**config.mk**
```make
export PLATFORM = sky130hd
export DESIGN_NAME = div_unit_flat
export DESIGN_NICKNAME = d
export VERILOG_FILES = /design/src/rtl/div_unit_if.sv /design/src/rtl/div_unit.sv /design/src/flat_wrapper.sv
export SDC_FILE = /design/constraint.sdc
export NUM_CORES = 1
export LEC_CHECK = 0
export BUFFER_PORTS_ARGS = -buffer_cell sky130_fd_sc_hd__buf_2
export CORE_MARGIN = 3
export CORE_UTILIZATION = 45
export CTS_CLUSTER_SIZE = 30
export DETAILED_ROUTE_END_ITERATION = 8
export MAX_ROUTING_LAYER = met4
export PLACE_DENSITY_LB_ADDON = 0.05
export SYNTH_ARGS = -nofsm -noshare
export SYNTH_HDL_FRONTEND = slang
export SYNTH_SLANG_ARGS = --single-unit
```
**constraint.sdc**
```tcl
create_clock -name clk -period 4.3 [get_ports clk]
set_input_delay 0.43 -clock clk [delete_from_list [all_inputs] [get_ports clk]]
set_output_delay 0.43 -clock clk [all_outputs]
set_load 0.02 [all_outputs]
```
**src/rtl/div_unit_if.sv**
```systemverilog
// div_unit_if: request/response bundle between the EX-stage control and the
// iterative divider.
//   master (pipeline side): drives start, signed_op, a, b, cancel;
//                           observes stall, done, hi, lo
//   slave  (div_unit)     : the mirror image
interface div_unit_if #(
  parameter int unsigned WIDTH = 32
);
  logic             start;
  logic             signed_op;
  logic [WIDTH-1:0] a;
  logic [WIDTH-1:0] b;
  logic             cancel;
  logic             stall;
  logic             done;
  logic [WIDTH-1:0] hi;
  logic [WIDTH-1:0] lo;

  modport master (
    output start, signed_op, a, b, cancel,
    input  stall, done, hi, lo
  );

  modport slave (
    input  start, signed_op, a, b, cancel,
    output stall, done, hi, lo
  );
endinterface

```
**src/rtl/div_unit.sv**
```systemverilog
// div_unit: iterative restoring divider for DIV/DIVU in the EX stage.
// It produces one quotient bit per cycle. HI receives the remainder and LO
// receives the quotient.
//   clk           rising-edge clock
//   rst           synchronous, active-high reset
//   bus (slave)   start/signed_op/a/b/cancel in; stall/done/hi/lo out
//                 stall is combinational; done/hi/lo are registered
// Optional build macro DIV_ZERO_FAST_EN: a zero divisor completes straight
// from IDLE in one cycle instead of walking through CALC/FIX.
module div_unit #(
  parameter int unsigned WIDTH = 32
) (
  input  logic       clk,
  input  logic       rst,
  div_unit_if.slave  bus
);

  localparam int unsigned CNT_W = (WIDTH > 1) ? $clog2(WIDTH) : 1;
  localparam logic [CNT_W-1:0] LAST_ITER = CNT_W'(WIDTH - 1);

  typedef enum logic [1:0] {
    IDLE = 2'd0,
    CALC = 2'd1,
    FIX  = 2'd2,
    DONE = 2'd3
  } state_t;

  state_t           state_q, state_d;
  logic [CNT_W-1:0] cnt_q, cnt_d;
  logic [WIDTH-1:0] rem_q, rem_d;   // partial remainder (always < divisor)
  logic [WIDTH-1:0] quo_q, quo_d;   // dividend bits shift out, quotient bits shift in
  logic [WIDTH-1:0] dvs_q, dvs_d;   // divisor magnitude
  logic [WIDTH-1:0] a_q, a_d;       // latched raw operands for the sign fix-up
  logic [WIDTH-1:0] b_q, b_d;
  logic             sgn_q, sgn_d;
  logic [WIDTH-1:0] hi_q, hi_d;
  logic [WIDTH-1:0] lo_q, lo_d;
  logic             done_q, done_d;

  logic [WIDTH:0]   shifted;        // WIDTH+1-bit working remainder
  logic [WIDTH:0]   trial;
  logic [WIDTH-1:0] q_fix;
  logic [WIDTH-1:0] r_fix;

  // Two's-complement magnitude. The most negative value maps to itself,
  // and that result is also correct when it is read as unsigned.
  function automatic logic [WIDTH-1:0] magnitude(input logic [WIDTH-1:0] x,
                                                 input logic             sgn);
    return (sgn && x[WIDTH-1]) ? (~x + WIDTH'(1)) : x;
  endfunction

  // Restoring step. shifted[WIDTH] set implies shifted > divisor, so the
  // trial result is then non-negative and fits back into WIDTH bits.
  always_comb begin
    shifted = {rem_q, quo_q[WIDTH-1]};
    trial   = shifted - {1'b0, dvs_q};
  end

  // Sign fix-up. 0x80000000 / -1 wraps naturally to 0x80000000 rem 0.
  always_comb begin
    q_fix = quo_q;
    r_fix = rem_q;
    if (sgn_q && (a_q[WIDTH-1] ^ b_q[WIDTH-1])) begin
      q_fix = ~quo_q + WIDTH'(1);
    end
    if (sgn_q && a_q[WIDTH-1]) begin
      r_fix = ~rem_q + WIDTH'(1);
    end
  end

  // Next-state and datapath logic
  always_comb begin
    state_d = state_q;
    cnt_d   = cnt_q;
    rem_d   = rem_q;
    quo_d   = quo_q;
    dvs_d   = dvs_q;
    a_d     = a_q;
    b_d     = b_q;
    sgn_d   = sgn_q;
    hi_d    = hi_q;
    lo_d    = lo_q;
    done_d  = 1'b0;

    unique case (state_q)
      IDLE: begin
        if (bus.start) begin
          a_d   = bus.a;
          b_d   = bus.b;
          sgn_d = bus.signed_op;
          quo_d = magnitude(bus.a, bus.signed_op);
          dvs_d = magnitude(bus.b, bus.signed_op);
          rem_d = '0;
          cnt_d = '0;
`ifdef DIV_ZERO_FAST_EN
          if (bus.b == '0) begin
            hi_d    = bus.a;
            lo_d    = '1;
            done_d  = 1'b1;
            state_d = DONE;
          end else begin
            state_d = CALC;
          end
`else
          state_d = CALC;
`endif
        end
      end

      CALC: begin
        if (!trial[WIDTH]) begin
          rem_d = trial[WIDTH-1:0];
          quo_d = {quo_q[WIDTH-2:0], 1'b1};
        end else begin
          rem_d = shifted[WIDTH-1:0];
          quo_d = {quo_q[WIDTH-2:0], 1'b0};
        end
        if (cnt_q == LAST_ITER) begin
          state_d = FIX;
        end else begin
          cnt_d = cnt_q + CNT_W'(1);
        end
      end

      FIX: begin
        if (b_q == '0) begin
          hi_d = a_q;
          lo_d = '1;
        end else begin
          hi_d = r_fix;
          lo_d = q_fix;
        end
        done_d  = 1'b1;
        state_d = DONE;
      end

      DONE: begin
        state_d = IDLE;
      end

      default: begin
        state_d = IDLE;
      end
    endcase

    // A flush abandons the operation, and the previous results stay visible.
    if (bus.cancel) begin
      state_d = IDLE;
      done_d  = 1'b0;
      hi_d    = hi_q;
      lo_d    = lo_q;
    end
  end

  // State and datapath registers
  always_ff @(posedge clk) begin
    if (rst) begin
      state_q <= IDLE;
      cnt_q   <= '0;
      rem_q   <= '0;
      quo_q   <= '0;
      dvs_q   <= '0;
      a_q     <= '0;
      b_q     <= '0;
      sgn_q   <= 1'b0;
      hi_q    <= '0;
      lo_q    <= '0;
      done_q  <= 1'b0;
    end else begin
      state_q <= state_d;
      cnt_q   <= cnt_d;
      rem_q   <= rem_d;
      quo_q   <= quo_d;
      dvs_q   <= dvs_d;
      a_q     <= a_d;
      b_q     <= b_d;
      sgn_q   <= sgn_d;
      hi_q    <= hi_d;
      lo_q    <= lo_d;
      done_q  <= done_d;
    end
  end

  // Freeze the pipeline from acceptance through FIX. The freeze drops in
  // DONE so the pipeline advances with the result. Reset suppresses it.
  assign bus.stall = !rst && !bus.cancel &&
                     (((state_q == IDLE) && bus.start) ||
                      (state_q == CALC) || (state_q == FIX));

  assign bus.done = done_q;
  assign bus.hi   = hi_q;
  assign bus.lo   = lo_q;

endmodule
```
**src/flat_wrapper.sv**
```systemverilog
// flat-port wrapper written by rule: the top's interface ports become plain ports
module div_unit_flat 
#(
  parameter int unsigned WIDTH = 32
)
  (clk, rst, bus_start, bus_signed_op, bus_a, bus_b, bus_cancel, bus_stall, bus_done, bus_hi, bus_lo);
  div_unit_if #(.WIDTH(WIDTH)) bus_i ();
  input  logic clk;
  input  logic rst;
  input wire logic [$bits(bus_i.start)-1:0] bus_start;
  input wire logic [$bits(bus_i.signed_op)-1:0] bus_signed_op;
  input wire logic [$bits(bus_i.a)-1:0] bus_a;
  input wire logic [$bits(bus_i.b)-1:0] bus_b;
  input wire logic [$bits(bus_i.cancel)-1:0] bus_cancel;
  output wire logic [$bits(bus_i.stall)-1:0] bus_stall;
  output wire logic [$bits(bus_i.done)-1:0] bus_done;
  output wire logic [$bits(bus_i.hi)-1:0] bus_hi;
  output wire logic [$bits(bus_i.lo)-1:0] bus_lo;
  assign bus_i.start = bus_start;
  assign bus_i.signed_op = bus_signed_op;
  assign bus_i.a = bus_a;
  assign bus_i.b = bus_b;
  assign bus_i.cancel = bus_cancel;
  assign bus_stall = bus_i.stall;
  assign bus_done = bus_i.done;
  assign bus_hi = bus_i.hi;
  assign bus_lo = bus_i.lo;
  div_unit #(.WIDTH(WIDTH)) u_core (.clk(clk), .rst(rst), .bus(bus_i));
endmodule
```
### Word level (Yosys, flattened, before mapping)

Cells that the tools add are included.

| word-level totals | value |
|---|---|
| logic and storage cells | 69 |
| register bits after elaboration | 233 |
| output and inout port bits | 66 |

| operators by class | value |
|---|---|
| bitwise logic cells | 6 |
| muxes and demuxes | 19 |
| reduce and logical (&&, ||, !) cells | 20 |
| equal/unequal tests | 7 |
| add/subtract/negate cells | 6 |

Operators with widths:

| cell | number |
|---|---|
| 32-bit two-way mux | 9 |
| 32-bit by 1-bit adder with 32-bit output, second input constant | 4 |
| 32-bit inverter | 4 |
| 32-bit one-hot mux with 2 select lines | 2 |
| 33-bit by 32-bit subtractor with 33-bit output | 1 |
| 32-bit logical NOT | 1 |
| 5-bit two-way mux | 2 |
| 5-bit one-hot mux with 2 select lines | 1 |
| 2-bit one-hot mux with 4 select lines | 1 |
| 2-bit AND reduction | 4 |
| 1-bit logical AND | 7 |
| 5-bit by 1-bit adder with 5-bit output, second input constant | 1 |
| 5-bit == test, second input constant | 1 |
| 2-bit == test, second input constant | 2 |
| 2-bit two-way mux | 2 |
| 2-bit inequality test, second input constant | 2 |
| 3-bit AND reduction | 1 |
| 2-bit by 1-bit == test with 1-bit output, second input constant | 1 |
| 1-bit logical NOT | 2 |
| 2-bit logical NOT | 1 |
| 1-bit logical OR | 2 |
| 1-bit two-way mux | 2 |
| 2-bit by 1-bit inequality test with 1-bit output, second input constant | 1 |
| 2-bit nonzero test | 1 |
| 3 further kinds | 3 |

### Logic depth before layout (Yosys ltp)

Gate-level depths: netlist of run 1.

| depth | value |
|---|---|
| word-level depth | 5 |
| mapped depth | 14 |
| depth with buffers taken out | 13 |

### Least setup slack after synthesis of run 1

No wires, ideal clock.

| timing | value |
|---|---|
| path kind | reg2reg |
| start point | register u_core.quo_q[31] |
| end point | register u_core.rem_q[17] |
| stages on the path, launching flop included | 14 |
| period minus slack after synthesis | 3.074 ns |
| library setup time | 0.117 ns |
| data arrival time | 2.957 ns |
| slack | 1.226 ns |
| path buffers | 1 |
| cells stage by stage | dfxtp_1 -> inv_1 -> ha_1 -> fa_1 -> nand2b_1 -> a21oi_1 -> o211ai_1 -> a21oi_1 -> o31ai_1 -> o31ai_1 -> xor2_1 -> buf_2 -> a21oi_1 -> a22o_1 |

| on the way | value |
|---|---|
| cells in the longest elaborated chain, start to end | 3 |

RTL lines:

| item | line | RTL |
|---|---|---|
| start, declared | div_unit.sv:31 | `logic [WIDTH-1:0] quo_q, quo_d;` |
| start signal, assigned | div_unit.sv:173 | `quo_q <= quo_d;` |
| 33-bit by 32-bit subtractor with 33-bit output | div_unit.sv:56 | `trial = shifted - {1'b0, dvs_q};` |
| 32-bit two-way mux | div_unit.sv:111 | `if (!trial[WIDTH]) begin` |
| 32-bit one-hot mux with 2 select lines | div_unit.sv:85 | `unique case (state_q)` |
| end signal, assigned | div_unit.sv:172 | `rem_q <= rem_d;` |
| end, declared | div_unit.sv:30 | `logic [WIDTH-1:0] rem_q, rem_d;` |

No other way between the ends.
A chain may end at the register's enable or synchronous reset.

### Worst setup path in the final report of run 1

| timing | value |
|---|---|
| start point | register u_core.quo_q[31] |
| end point | register u_core.rem_q[18] |

The elaborated chain is that of the path after synthesis.

==> flow_results.org, run 1 <==
** Run status
- The run finished with clean final reports.

** STA
- Number of hold-slack violations in the final timing report :: 0
- Based on the critical path, the design can be clocked at up to 266.9 MHz.
- Headroom to the max-slew limit :: a little over a third
- In the final timing run, aggregate negative setup slack is 0 ns.
- Setup violations remaining at the end of the flow were counted as 0.
- The clock period could shrink to 3.746 ns.
- Min setup slack post-route :: 0.5536 ns
- At the pin with the least slew margin, the transition time is 0.9739 ns.
- Of the available clock period, the critical path in the final layout requires roughly 87%.
- Setup repair after global routing missed its margin :: no
- The clock arrives with 0.02155 ns of skew.
- The final-report max-slew violation count is 0.

** Finish
- Area used by multi-input combinational logic :: 7941 µm²
- Seq. cell area :: 4644 µm²
- Ant. Diodes :: 0
- Fill cells :: just under 3000
- Fraction of layout instances using a drive strength above 1 :: 11.58%
- Area overhead of the layout relative to synthesis :: 13.34%
- Total Nets Final :: approximately 1900

** Routing
- After the first detailed-routing iteration, the DRC count stood at 971.
- The final route contains 12516 vias.
- Drt pass-1 iters :: 5
- Post-DR wirelength/cell :: 17.50 µm
- The final layout contains routed wiring with a total length of 39060 µm.
- For this run, design rule violations remaining after detail routing come to 0.
- Using the TritonRoute via totals, the vias-per-cell ratio works out to 5.608.
- Remaining antenna violation count :: 0

** Critical path
- Worst Reg2Reg Path Length in Cells :: 13
- Kind of critical path :: reg -> reg
- FF-to-FF End :: u_core.rem_q[18]
- STA puts the critical path data arrival time at 4.14 ns.
- The startpoint identified for the worst register-to-register timing path is u_core.quo_q[31].
- Sort of element at the start of the critical path :: flop
- Across all register-to-register paths, the minimum setup slack is roughly 0.55 ns.
- In this run the worst path has a maximum fanout of 30.
- Critical path origin :: u_core.quo_q[31]
- Sort of element at the end of the critical path :: flop
- Among all stages on the critical path, the largest delay is contributed by sky130_fd_sc_hd__o31ai_1.
- The critical path goes through inv_1 > ha_1 > fa_1 > nand2b_1 > a21oi_1 > o211ai_1 > a21oi_1 > o31ai_1 > o31ai_1 > xor2_4 > buf_12 > mux2i_1 > o21ai_0.
- Longest individual stage delay on the worst path :: between 0.5 and 0.6 ns
- For the worst setup path, the data required time is around 4.7 ns.

** Power and ir drop
- In this run the power spent charging and discharging nets is 0.001552 W.
- The clock network accounts for 41.7% of the total power.
- Sw frac :: between 20% and 30%
- Combinational fraction of design power :: 15.4%
- Dividing total power by cell area gives a power density of ~370 nW/µm².
- Reported leakage power :: 5.982 nW
- Cell Int Power :: between 0.003 and 0.004 W
- Max rail drop VDD :: 0.2708 mV
- Sequential cell fraction of total power :: 42.9%

** Die
- The core region is about 29000 µm².
- Y dimension of the die :: 177.1 µm
- The floorplan has between 60 and 70 rows.
- Die area :: 31370 µm²
- Top-level I/O count :: 135
- From left edge to right edge, the die measures 177.1 µm.
- Initial Util :: 45.78%

** Synth
- Area of the mapped netlist :: between 10000 and 15000 µm²
- Async S/R FF share, synth :: 0%
- After synthesis, the largest area contributor takes up approximately a third of total cell area.
- Sequential share of the synthesized area :: 35.25%
- Syn_area_per_cell :: 7.457 µm²
- For this run, the leading register cell type out of synthesis is sky130_fd_sc_hd__dfxtp_1.
- When the netlist entered floorplanning its net count stood at 1878.
- Adder-cell area share of the yosys netlist :: 4.045%
- sky130_fd_sc_hd__nand2_1 is the most common cell in the netlist.
- Summing the areas of all xor and xnor instances in the mapped netlist gives 9.040% of the synthesized area.
- The netlist uses a little over 60 different library cells.
- Number of flops mapped to enable cells by yosys :: 0
- Yosys printed 0 warnings.
- By area, the combinational part of the netlist is dominated by compound AO/OA/AOI/OAI gates.
- Of the total synthesized cell area, the portion taken by AND, OR, NAND and NOR gates is 21.81%.
- After synthesis, the share of cell area in mux cells is 1.605%.
- After synthesis, the most frequently instantiated cells are 322 x sky130_fd_sc_hd__nand2_1, 232 x sky130_fd_sc_hd__dfxtp_1, 194 x sky130_fd_sc_hd__a21oi_1.
- Yosys attributes the largest share of cell area to sky130_fd_sc_hd__dfxtp_1 35%, sky130_fd_sc_hd__nand2_1 9.2%, sky130_fd_sc_hd__a21oi_1 7.4%.
- Post-synthesis sequential element count :: 232
- Number of standard cells after synthesis :: 1767
- Post-synth top area cell :: sky130_fd_sc_hd__dfxtp_1
- Share of the synthesized area in compound gates (AO/OA/AOI/OAI) :: a little under a quarter

** GRT
- The number of antenna violations at the first check in global routing came to 0.
- The via count of the first global-routing pass is 11509.
- Wire length of the first global-routing pass :: 62330 µm
- Pin count of the biggest net entering global routing :: 127
- In the global route stage, overall resource usage came out at 24.99%.
- Total grt overflow :: 0

** Clock network
- Hold_buf cts :: 0
- CTS built an H-tree with a depth of 1.
- The tree built by TritonCTS fans out to 232 sinks.
- Post-CTS repair changed the size of 0 cells.
- At the later pin of the worst-skew pair, clock insertion delay measures 0.54 ns.
- Deepest clock path buffer count :: 3
- The tree is rooted in a sky130_fd_sc_hd__clkbuf_16.
- Post-CTS setup buffer count :: 0
- TritonCTS created 26 clock buffers.
- TritonCTS built the clock tree.
- Clock transition at path regs :: around 0.06 ns

** Hold path
- The worst hold path begins at bus_cancel.
- Min-delay worst type :: in -> reg
- End point of the most critical hold path :: u_core.state_q[1]
- Along the worst hold path, the cell count comes to 2.

** Placed design
- During placement, the flow inserted port buffers numbering 134.
- The congestion estimate from routability-driven global placement came to between 0.8 and 0.9.
- Summed over all nets, the half-perimeter wirelength after detailed placement is 28470 µm.
- Dpl ws :: roughly 0.56 ns

** Run
- Number of violations of the max-capacitance limit :: 0
layout by cell type (no fill, tap or decap), types with 49 or more instances in the layout:
cell	synthesis	final
sky130_fd_sc_hd__nand2_1	322	321
sky130_fd_sc_hd__dfxtp_1	232	232
sky130_fd_sc_hd__a21oi_1	194	194
sky130_fd_sc_hd__nor2_1	187	185
sky130_fd_sc_hd__buf_2	7	133
sky130_fd_sc_hd__o21ai_0	125	124
sky130_fd_sc_hd__xnor2_1	78	78
sky130_fd_sc_hd__xor2_1	58	57
sky130_fd_sc_hd__inv_1	53	53
sky130_fd_sc_hd__a211oi_1	49	49
routing by layer:
metal  share of wire [%]  vias up  global-route usage [%]
li1                    -     6293                       -
met1                  46     5841                   33.60
met5                   0        -                       -
met4                 2.4        0                   5.990
met2                  46      331                   40.13
met3                 6.0       51                   3.260
worst max-delay path by stage:
stage | depth (start not counted) | to | slack (ns)
floorplan | 13 | u_core.rem_q[17] | 1.23
detailed placement | 13 | u_core.quo_q[0] | 0.56
global route | 13 | u_core.rem_q[9] | 0.17
global placement | 13 | u_core.quo_q[0] | 0.62
CTS | 13 | u_core.rem_q[18] | 0.52
finish | 13 | u_core.rem_q[18] | 0.55
power groups by stage:
stage	sequential [W]	combinational [W]	clock, W
3_3_place_gp	0.00239	0.000836	0
5_1_grt	0.00236	0.000941	0.00242
2_1_floorplan	0.00237	0.000594	0
3_5_place_dp	0.00239	0.000838	0
4_1_cts	0.00234	0.000842	0.00233
6_report	0.00234	0.000839	0.00227
stage by stage:
step | area, µm² | total power (W) | util (%) | hold slack, ns | instances
after floorplan | 13180 | 0.002959 | - | 0.4250 | 1767
after global placement | 14060 | 0.003221 | 48.87 | 0.4418 | 2185
after detailed placement | 14060 | 0.003227 | 48.87 | 0.4444 | 2185
after CTS | 14930 | 0.005511 | 51.89 | 0.1235 | 2232
after global routing | 14930 | 0.005712 | 51.89 | 0.1449 | 2232
final | 14930 | 0.005456 | 51.89 | 0.1444 | 2232
worst max-delay path, delay by kind of cell, from the launching register on:
kind / cells / cell delay, ns
AOI/OAI and AO/OA: 6 / 1.48
xor gates and xnor gates: 1 / 0.44
adders and majority gates: 2 / 0.59
buffers and inverters: 2 / 0.34
DFF: 1 / 0.36
muxes: 1 / 0.20
and+or+nand+nor: 1 / 0.19
kinds of logic after synthesis:
family / count (synthesis)
and+or+nand+nor: 658
buffers and inverters: 166
xor gates and xnor gates: 136
muxes: 21
adders and majority gates: 42
DFF: 232
AOI/OAI and AO/OA: 512
sequential cells by signal, summed over array words and instances (netlist names):
register / count
u_core.a_q: 32
u_core.b_q: 32
u_core.bus.hi: 32
u_core.bus.lo: 32
u_core.quo_q: 32
u_core.rem_q: 32
u_core.dvs_q: 31
u_core.cnt_q: 5
u_core.state_q: 2
u_core.bus.done: 1
u_core.sgn_q: 1
final cells by class:
class	count	share of cell area (%)
tap	384	3.217
timing repair buffer	147	5.354
multi-input combinational	1369	53.18
sequential	232	31.10
inverter	53	1.332
clock buffer	33	4.734
clock inverter	14	1.089
Power figures use the tool's default switching activity.
==> inputs of run 2 (changes only) <==
- PLACE_DENSITY: not set -> 0.71
- PLACE_DENSITY_LB_ADDON: 0.05 -> not set
==> flow_results.org, run 2 (synthesized netlist as in run 1, its figures left out) <==
** Run status
- Run status :: finished, final reports clean (unchanged)

** STA
- The worst clock skew on the final layout came to 0.02565 ns (was 0.02155 ns).
- The transition time of the tightest slew-check pin is 1.217 ns (was 0.9739 ns).
- Min setup slack post-route :: 0.5578 ns (was 0.5536 ns)
- The count of final hold-check violations was 0 (unchanged).
- The post-route clock period utilization came to 87.03% (was 87.13%).
- Setup repair after global routing missed its margin: no (unchanged).
- The final-report max-slew violation count is 0 (unchanged).
- The fmax is 267.2 MHz (was 266.9 MHz).
- The final sum of negative setup slack came to 0 ns (unchanged).
- The final critical-path required period came to 3.742 ns (was 3.746 ns).
- Headroom to the max-slew limit :: 18.88% (was 35.07%)
- The final count of negative-setup-slack endpoints is 0 (unchanged).

** Clock network
- The worst-skew pair later-pin latency was 0.56 ns (was 0.54 ns).
- The cell chosen for the clock root is sky130_fd_sc_hd__clkbuf_16 (unchanged).
- The clock input transition at the sequential cells of the worst setup and hold paths is 0.06 ns (about the same).
- The number of buffers between clock root and the deepest sink was 3 (unchanged).
- H-tree depth :: 1 (unchanged)
- The clock tree from TritonCTS was built (unchanged).
- Total of cells resized after clock tree synthesis :: 0 (unchanged)
- Clock Sinks :: 232 (unchanged)
- The number of setup buffers added after CTS is 0 (unchanged).
- Hold_buf cts :: 0 (unchanged)
- Clock buffer count from CTS :: 27 (was 26)

** Die
- Die W :: 177.1 µm (unchanged)
- Top-level I/O count :: 135 (unchanged)
- Initial Util :: 45.78% (unchanged)
- The number of cell rows was 62 (unchanged).
- The standard cell core area was 28780 µm² (unchanged).
- Die area :: 31370 µm² (unchanged)
- The height of the die came to 177.1 µm (unchanged).

** Power and ir drop
- Sw frac :: 28.40% (was 28.45%)
- Clock network fraction of design power :: 41.9% (was 41.7%)
- The net switching power came to 0.001554 W (was 0.001552 W).
- Reported leakage power :: 5.986 nW (was 5.982 nW)
- Cell Int Power :: 0.003919 W (was 0.003904 W)
- Tot Pwr :: 0.005473 W (was 0.005456 W)
- The proportion of power drawn by flip-flops and latches came to 42.8% (was 42.9%).
- Combinational fraction of design power :: 15.3% (was 15.4%)
- The areal power density over the cells was 366.3 nW/µm² (was 365.3 nW/µm²).
- The worst vdd rail ir drop is 0.3003 mV (was 0.2708 mV).

** Routing
- Post-DR wirelength/cell :: 16.78 µm (was 17.50 µm)
- Drt pass-1 iters :: 5 (unchanged)
- The residual antenna-violating net count after detailed routing came to 0 (unchanged).
- The number of remaining DRC errors was 0 (unchanged).
- Final routed wirelength across all metal layers :: 37480 µm (was 39060 µm)
- Drt first-iter violations :: 1066 (was 971)
- The via density per instance came to 5.642 (was 5.608).
- Number of vias after detailed routing :: 12604 (was 12516)

** GRT
- Wire length of the first global-routing pass :: 59510 µm (was 62330 µm)
- Total grt overflow :: 0 (unchanged)
- Vias in the first global route :: 11447 (was 11509)
- The number of antenna violations at the first check in global routing was 2 (was 0).
- The largest net degree at the start of global routing was 90 (was 127).
- The total global-route track usage was 23.59% (was 24.99%).

** Placed design
- Dpl ws :: 0.6000 ns (was 0.5557 ns)
- The half-perimeter wire length of the detailed placement result is 27130 µm (was 28470 µm).
- The count of input and output buffers was 134 (unchanged).
- The final weighted congestion in routability-driven placement was 0.9184 (was 0.8956).

** Critical path
- The endpoint required time on the critical path came to 4.74 ns (was 4.70 ns).
- The arrival time at the worst endpoint was 4.18 ns (was 4.14 ns).
- Sort of element at the start of the critical path :: flop (unchanged)
- Series of cell instances along the critical path :: inv_1 > ha_1 > fa_1 > nand2b_1 > a21oi_1 > o211ai_1 > a21oi_1 > o31ai_1 > o31ai_1 > xor2_4 > buf_12 > nand2_1 > a221oi_1 (was inv_1 > ha_1 > fa_1 > nand2b_1 > a21oi_1 > o211ai_1 > a21oi_1 > o31ai_1 > o31ai_1 > xor2_4 > buf_12 > mux2i_1 > o21ai_0)
- The path type of the worst setup path was reg -> reg (unchanged).
- The biggest cell delay along the critical path was 0.54 ns (about the same).
- Standard cell with the maximum stage delay on the critical path :: sky130_fd_sc_hd__o31ai_1 (unchanged)
- Maximum fanout along the worst path :: 30 (unchanged)
- R2R Setup Slk :: 0.56 ns (was 0.55 ns)
- Sort of element at the end of the critical path :: flop (unchanged)

** Finish
- The ratio of cells with drive above 1 in the final layout came to 11.53% (was 11.58%).
- Commonest cells after routing, fill and taps aside: 321 x sky130_fd_sc_hd__nand2_1, 232 x sky130_fd_sc_hd__dfxtp_1, 194 x sky130_fd_sc_hd__a21oi_1 (unchanged).
- Total Nets Final :: 1939 (was 1940)
- The leading cell type in the layout, fill and taps excluded is sky130_fd_sc_hd__nand2_1 (unchanged).
- The signed area change from the synthesized netlist to the final layout came to 13.41% (was 13.34%).

** Hold path
- Min-delay worst type :: in -> reg (unchanged)

** Run
- Number of violations of the max-capacitance limit :: 0 (unchanged)
==> run 2: changes by cell type in the layout (fill, tap and decap cells not counted), sizes merged <==
| cell | before | now |
|---|---|---|
| inv | 53 | 55 |
| diode | 0 | 2 |
| clkinv | 10 | 6 |
| clkinvlp | 1 | 0 |
| buf | 147 | 145 |
| clkbuf | 33 | 40 |
| bufinv | 3 | 1 |
==> run 2: metrics by stage <==
stage                     area (µm²)  utilization [%]  hold slack [ns]  instances
after floorplan                13180                -           0.4250       1767
after global placement         14040            48.77           0.4416       2183
after detailed placement       14040            48.77           0.4447       2183
after CTS                      14940            51.90           0.1315       2232
after global routing           14940            51.92           0.1507       2234
final                          14940            51.92           0.1462       2234
==> run 2: critical path: cells and delay by family (launching register included) <==
kind | cells | cell delay [ns]
AOI/OAI and AO/OA | 6 | 1.64
adders and majority gates | 2 | 0.59
xor gates and xnor gates | 1 | 0.42
DFF | 1 | 0.37
buffers and inverters | 2 | 0.33
and+or+nand+nor | 2 | 0.27
==> run 2: power by group through the flow <==
stage               sequential, W  clock [W]  combinational (W)
floorplan                 0.00237          0           0.000594
finish                    0.00234    0.00229           0.000836
CTS                       0.00234    0.00234           0.000829
global placement          0.00238          0           0.000814
global route              0.00236    0.00243           0.000928
detailed placement        0.00239          0           0.000824
==> run 2: final timing paths <==
kind / from / end / depth (start not counted)
setup / recovery: u_core.quo_q[31] / u_core.quo_q[0] / 13
hold reg to reg: u_core.dvs_q[31] / u_core.dvs_q[31] / 2
setup reg to reg: u_core.quo_q[31] / u_core.quo_q[0] / 13
hold / removal: bus_a[31] / u_core.a_q[31] / 3
==> run 2: cell type report <==
cell class	instances	area, µm²
well taps	384	480.5
multi-input cells	1369	7941
inverters	53	198.9
clock buffers	40	804.5
fillers	2794	13840
diodes	2	5.005
repair buffers	145	772.0
clock inverters	9	96.34
flip-flops and latches	232	4644
==> run 2: layer usage <==
layer	routed length (µm)	up-vias	GRT usage [%]
met4	1062	0	6.514
met5	0	-	-
met1	17170	5845	32.09
met3	2370	56	2.660
met2	16880	401	37.32
li1	-	6302	-
